$ cat config.mk
export PLATFORM = sky130hd
export DESIGN_NAME = gpio_input_debouncer_flat
export DESIGN_NICKNAME = d
export VERILOG_FILES = /design/src/rtl/gpio_input_debouncer_if.sv /design/src/rtl/gpio_input_debouncer.sv /design/src/flat_wrapper.sv
export SDC_FILE = /design/constraint.sdc
export NUM_CORES = 1
export LEC_CHECK = 0
export CORE_MARGIN = 2
export CORE_UTILIZATION = 45
export DETAILED_ROUTE_END_ITERATION = 8
export PLACE_DENSITY = 0.7
export SKIP_LAST_GASP = 1
export SYNTH_ARGS = -nofsm -noshare
export SYNTH_HDL_FRONTEND = slang
export SYNTH_SLANG_ARGS = --single-unit
$ cat constraint.sdc
create_clock -name clk -period 1.8 [get_ports clk]
set_clock_uncertainty 0.1 [all_clocks]
set_input_delay 0.36 -clock clk [delete_from_list [all_inputs] [get_ports clk]]
set_output_delay 0.36 -clock clk [all_outputs]
set_load 0.005 [all_outputs]
$ cat src/rtl/gpio_input_debouncer_if.sv
// ---------------------------------------------------------------------------
// gpio_input_debouncer_if
// Bundles the pin-side inputs and the conditioned outputs of the GPIO input
// debouncer so the peripheral side and the debouncer share one connection.
//   en         : debounce enable (driven by master)
//   pins_in    : raw asynchronous pin levels (driven by master)
//   pins_out   : debounced stable levels (driven by slave)
//   rise_pulse : one-cycle committed 0->1 pulse per channel (driven by slave)
//   fall_pulse : one-cycle committed 1->0 pulse per channel (driven by slave)
//   any_change : OR of all rise/fall pulses (driven by slave)
// ---------------------------------------------------------------------------
interface gpio_input_debouncer_if #(
  parameter int WIDTH = 12
);
  logic             en;
  logic [WIDTH-1:0] pins_in;
  logic [WIDTH-1:0] pins_out;
  logic [WIDTH-1:0] rise_pulse;
  logic [WIDTH-1:0] fall_pulse;
  logic             any_change;

  modport master (
    output en,
    output pins_in,
    input  pins_out,
    input  rise_pulse,
    input  fall_pulse,
    input  any_change
  );

  modport slave (
    input  en,
    input  pins_in,
    output pins_out,
    output rise_pulse,
    output fall_pulse,
    output any_change
  );
endinterface

$ cat src/rtl/gpio_input_debouncer.sv
// ---------------------------------------------------------------------------
// gpio_input_debouncer
// Conditions raw GPIO pins before the GPIO controller's input read port.
// Each channel has a 2-flop synchronizer, a consecutive-sample debounce
// counter, a registered stable level and one-cycle rise/fall event pulses.
// Ports:
//   clk : system clock
//   rst : synchronous reset, active-low; clears all state
//   bus : gpio_input_debouncer_if.slave
//         (en, pins_in in; pins_out, rise_pulse, fall_pulse, any_change out)
// All outputs are registered; there is no combinational path from pins_in.
// ---------------------------------------------------------------------------
module gpio_input_debouncer #(
  parameter int WIDTH           = 12,
  parameter int DEBOUNCE_CYCLES = 50000
) (
  input  logic                         clk,
  input  logic                         rst,
  gpio_input_debouncer_if.slave        bus
);

  localparam int             CNT_W   = $clog2(DEBOUNCE_CYCLES + 1);
  localparam logic [CNT_W-1:0] CNT_MAX = CNT_W'(DEBOUNCE_CYCLES - 1);

  logic [WIDTH-1:0]            s1_q;
  logic [WIDTH-1:0]            s2_q;
  logic [WIDTH-1:0][CNT_W-1:0] cnt_q;
  logic [WIDTH-1:0][CNT_W-1:0] cnt_d;
  logic [WIDTH-1:0]            pins_q;
  logic [WIDTH-1:0]            pins_d;
  logic [WIDTH-1:0]            rise_q;
  logic [WIDTH-1:0]            rise_d;
  logic [WIDTH-1:0]            fall_q;
  logic [WIDTH-1:0]            fall_d;
  logic                        any_q;
  logic                        any_d;

  // Per-channel debounce decision, evaluated on the synchronized level.
  always_comb begin
    cnt_d  = cnt_q;
    pins_d = pins_q;
    rise_d = '0;
    fall_d = '0;
    for (int i = 0; i < WIDTH; i++) begin
      if (!bus.en) begin
        // Disabled: counting restarts from zero once re-enabled.
        cnt_d[i] = '0;
      end else if (s2_q[i] == pins_q[i]) begin
        // Any return to the stable level discards partial progress.
        cnt_d[i] = '0;
      end else if (cnt_q[i] == CNT_MAX) begin
        pins_d[i] = s2_q[i];
        cnt_d[i]  = '0;
        rise_d[i] = s2_q[i];
        fall_d[i] = ~s2_q[i];
      end else begin
        cnt_d[i] = cnt_q[i] + CNT_W'(1);
      end
    end
    any_d = |(rise_d | fall_d);
  end

  always_ff @(posedge clk) begin
    if (!rst) begin
      s1_q   <= '0;
      s2_q   <= '0;
      cnt_q  <= '0;
      pins_q <= '0;
      rise_q <= '0;
      fall_q <= '0;
      any_q  <= 1'b0;
    end else begin
      // Synchronizer runs regardless of en.
      s1_q   <= bus.pins_in;
      s2_q   <= s1_q;
      cnt_q  <= cnt_d;
      pins_q <= pins_d;
      rise_q <= rise_d;
      fall_q <= fall_d;
      any_q  <= any_d;
    end
  end

  assign bus.pins_out   = pins_q;
  assign bus.rise_pulse = rise_q;
  assign bus.fall_pulse = fall_q;
  assign bus.any_change = any_q;

endmodule
$ cat src/flat_wrapper.sv
// flat-port wrapper written by rule: the top's interface ports become plain ports
module gpio_input_debouncer_flat 
#(
  parameter int WIDTH           = 12,
  parameter int DEBOUNCE_CYCLES = 50000
)
  (clk, rst, bus_en, bus_pins_in, bus_pins_out, bus_rise_pulse, bus_fall_pulse, bus_any_change);
  gpio_input_debouncer_if #(.WIDTH(WIDTH)) bus_i ();
  input  logic clk;
  input  logic rst;
  input wire logic [$bits(bus_i.en)-1:0] bus_en;
  input wire logic [$bits(bus_i.pins_in)-1:0] bus_pins_in;
  output wire logic [$bits(bus_i.pins_out)-1:0] bus_pins_out;
  output wire logic [$bits(bus_i.rise_pulse)-1:0] bus_rise_pulse;
  output wire logic [$bits(bus_i.fall_pulse)-1:0] bus_fall_pulse;
  output wire logic [$bits(bus_i.any_change)-1:0] bus_any_change;
  assign bus_i.en = bus_en;
  assign bus_i.pins_in = bus_pins_in;
  assign bus_pins_out = bus_i.pins_out;
  assign bus_rise_pulse = bus_i.rise_pulse;
  assign bus_fall_pulse = bus_i.fall_pulse;
  assign bus_any_change = bus_i.any_change;
  gpio_input_debouncer #(.WIDTH(WIDTH), .DEBOUNCE_CYCLES(DEBOUNCE_CYCLES)) u_core (.clk(clk), .rst(rst), .bus(bus_i));
endmodule
After elaboration in Yosys (flattened, before gate mapping)
Index checks and enable logic that the tools add are counted.
- register bits after elaboration: 253
- bits of input ports: 15
- output and inout bits: 37
- logic and storage cells: 189
- add/sub/neg operators: 12
- equal/unequal tests: 24
- muxes and demuxes: 72
- bitwise gates (word level): 27
- reductions and logical operators: 25
- operators by type and width (cell ; number):
    adder 16 x 1 -> 16 bit, second input constant ; 12
    == test 16 bit, second input constant ; 12
    two-way mux 1 bit ; 72
    OR reduction 4 bit ; 12
    AND reduction 3 bit ; 12
    NOT 1 bit ; 26
    == test 1 bit ; 12
    bitwise OR 12 bit ; 1
    OR reduction 12 bit ; 1

Depth between registers and ports, before layout
- depth in word-level cells: 6
- mapped depth: 6
- mapped depth without buffers: 6

Worst setup path after synthesis
OpenSTA, ideal clock, no wires.
- path kind: reg-to-reg
- start point: register u_core.cnt_q[5] (netlist bit)
- end point: register u_core.pins_q[0] (netlist: u_core.bus.pins_out[0])
- library setup time: 0.114 ns
- data arrival time: 1.717 ns
- data required time: 1.586 ns
- path slack: -0.131 ns
- stages on the path, launching flop included: 6
- buffers on the path: 0
- cell sequence: dfxtp_1 > or4bb_1 > or4_4 > nor2_4 > mux2i_1 > nor2_1
- cells in the longest elaborated chain, start to end: 2
- RTL lines (element ; RTL line ; RTL):
    start, declared ; gpio_input_debouncer.sv:27 ; logic [WIDTH-1:0][CNT_W-1:0] cnt_q;
    start signal, assigned ; gpio_input_debouncer.sv:76 ; cnt_q <= cnt_d;
    == test 16 bit ; gpio_input_debouncer.sv:51 ; end else if (cnt_q[i] == CNT_MAX) begin
    AND reduction 3 bit (no line) ; -- ;
    end signal, assigned ; gpio_input_debouncer.sv:77 ; pins_q <= pins_d;
    end, declared ; gpio_input_debouncer.sv:29 ; logic [WIDTH-1:0] pins_q;
No other way between the ends.
A chain may end at the register's enable or synchronous reset.

Final worst setup path
Ends and elaborated chain as after synthesis.

==> results.yml <==
floorplan:
  core-area_um2: 22000
  rows: 54
  fp.dieArea_um2: 23700
  die_w_um: 154
  die_h_um: 154
  start_util: 0.461
  boundaryPins: 52
detailed_routing:
  wl_per_cell_um: 13.1
  wl_um: 20600
  drtIter0Drc: 430
  drc: 0
  vias: 7897
  vias_per_cell: 5.03
  drt-pass1-iter-count: 4
  ant_nets: 0
logic_synthesis:
  ys_ff_latch: 253
  avgSynthCellArea_um2: 9.14
  synth_cell_types: 43
  async_reset_ff_frac: 0
  ys.flop_type: "dfxtp_1"
  syn_inst: 1106
  synthSimpleGateAreaFrac: 0.294
  synth-edff-count: 0
  yosysSeqAreaShare: 0.501
  yosysWarnings: 0
  synth_mux_area_frac: 0.0109
  synth-xor-area-share: 0.152
  synth_compound_area_frac: 0.00681
  synthAdderAreaFrac: 0.0148
  synth_nets: 1133
  synth_top_family_by_area: "simple AND/OR/NAND/NOR gates"
  netlist_area_um2: 10100
layout:
  multi_input_area_um2: 5040
  finalNonFillerCells: 1571
  diodes: 0
  final_area_um2: 13000
  regArea_um2: 5090
  fin_nets: 1297
  utilization: 0.590
  area.growth.synth_to_final_pct: 28.2
  drive_above_1_share: 0.170
  num-fill-cells: 1917
sta:
  relSlewSlack: 0.645
  hold_viol_final: 0
  rsz0062_at_grt: "true"
  post-route-period-util: 1.08
  whs_ps: 160
  final-setup-viol-count: 23
  slew_violations: 0
  fin_tns_setup_ps: -2050
  finalCriticalPeriod_ps: 1940
  fmax_ghz: 0.514
  tightest_slew_ps: 530
  setup_ws_ps: -145
cts:
  clk_latency_ps: 540
  postCtsHoldBufs: 0
  tritoncts: "yes"
  root_buffer: "clkbuf_16"
  cts.sinks: 253
  h-tree-depth: 1
  cts_buffers: 27
  clk_path_buf_depth: 3
  clk_pin_slew_ps: 60
worst_setup_path:
  endpoint_kind: "flip-flop"
  startpoint_type: "flip-flop"
  rrSetupSlack_ps: -140
  path_max_fanout: 3
  worstSetupPathType: "reg2reg"
  rr_endpoint: "u_core.bus.pins_out[0]"
  critPathArrivalTime_ps: 2270
  reg2reg_depth: 5
  r2r_start: "u_core.cnt_q[5]"
  required_ps: 2130
  startpoint: "u_core.cnt_q[5]"
global_route:
  grt_use_met2: 0.286
  track_usage: 0.172
  grt_max_degree: 29
  busiest_layer: "met2"
  grt_pass1_vias: 7306
  met1_usage: 0.230
  grt_first_pass_wirelength_um: 34500
  antenna_found_initial: 0
  gr-usage-met3: 0.0310
  overflow: 0
pwr:
  p_leak_nw: 4.70
  power_density_nw_per_um2: 944
  irDropWorstVdd_v: 0.000827
min_path:
  holdCritPathClass: "in2reg"
  whs_endpoint: "u_core.bus.pins_out[4]"
  hold_depth: 4
  holdCritStartpoint: "rst"
placed_design:
  port_buffers: 51
  dp_cells: 1513
  dpl_cell_area_um2: 11600
  gp_congestion: 0.814
  dp_hpwl_um: 13900
run:
  cap_viol_max_count: 0
run_status:
  status: "complete, but fails checks"
  violations: "negative setup slack"
-- cell families after synthesis --
| kind of cell | after synthesis |
|---|---|
| AND/OR/NAND/NOR | 592 |
| flip-flops | 253 |
| XOR/XNOR | 175 |
| buffers and inverters | 50 |
| AO/OA/AOI/OAI | 13 |
| adder cells (fa/ha/maj) | 12 |
| multiplexers | 11 |
-- report_power, final --
part	internal [W]	switching, W
registers	0.00563	0.0000209
logic	0.0000780	0.0000908
clock network	0.00416	0.00226
-- cells in the final DEF, fill, tap and decap left out, drive strengths merged, types with 2 or more instances in the layout --
master,n
xnor2,83
dfxtp,253
clkinv,6
nor4bb,11
o21ai,5
or4bb,3
bufinv,9
and3,41
and4b,3
and2,25
clkinvlp,2
nand3,86
or2,3
nand4,36
a21oi,5
or4,4
xor2,92
ha,12
nor3,28
nor4b,8
nor2,240
buf,105
and4,4
nand4b,5
clkdlybuf4s50,14
or3,6
mux2i,11
clkbuf,32
nand2,58
dlygate4sd2,35
nor4,27
inv,30
a31oi,2
-- timing repair --
action | in CTS | in global routing
gates resized for setup | 57 | 48
setup buffers | 2 | 5
pin swaps | 7 | 20
setup endpoints to repair | 80 | 115
gates cloned | 1 | 0
-- through the flow --
step,total power [W],worst slack [ps]
global placement,0.00593,-187
global route,0.0126,-228
floorplan,0.00585,-120
detailed placement,0.00593,-179
finish,0.0122,-145
CTS,0.0124,-158
-- layout make-up --
type,count,share of cell area
flip-flops and latches,253,0.393
multi-input cells,804,0.389
repair buffers,155,0.101
clock buffers,32,0.0559
well taps,280,0.0270
clock inverters,18,0.0250
inverters,29,0.00840
-- layer usage --
metal	wire, um	part of all wire
met1	9830	0.48
met2	9480	0.46
met3	723	0.035
met4	516	0.025
met5	0	0
-- state kept, by name, summed over array words and instances, names as in the netlist --
register	flops
u_core.cnt_q	192
u_core.bus.fall_pulse	12
u_core.bus.pins_out	12
u_core.bus.rise_pulse	12
u_core.s1_q	12
u_core.s2_q	12
u_core.bus.any_change	1
-- worst max-delay path: stages (launching register included) --
cell,delay [ps]
dfxtp_2,310
or4bb_1,490
or4_4,560
nor2_4,120
mux2i_1,200
nor2_1,50
-- synth_stat cells (5+ instances only) --
library cell,count,area [um2]
nand3_1,86,430
inv_1,29,109
nand4b_1,5,43.8
and3_1,38,238
nor3_1,28,140
dfxtp_1,253,5060
ha_1,12,150
nor4b_1,8,70.1
nand2_1,58,218
a21oi_1,5,25.0
nor2_1,239,897
and2_1,25,156
nor4bb_1,11,110
xnor2_1,83,727
mux2i_1,11,110
nor4_1,27,169
o21ai_0,5,25.0
nand4_1,34,213
clkbuf_1,15,56.3
or3_1,6,37.5
xor2_1,92,806
-- worst max path at each step --
stage	to	slack, ps	cells after the start
floorplan	u_core.bus.pins_out[0]	-120	5
global placement	u_core.bus.pins_out[0]	-190	5
detailed placement	u_core.bus.pins_out[0]	-180	5
CTS	u_core.bus.pins_out[0]	-160	5
global route	u_core.bus.pins_out[0]	-230	5
finish	u_core.bus.pins_out[0]	-140	5
Note: power is estimated with default switching activity, not from simulation.
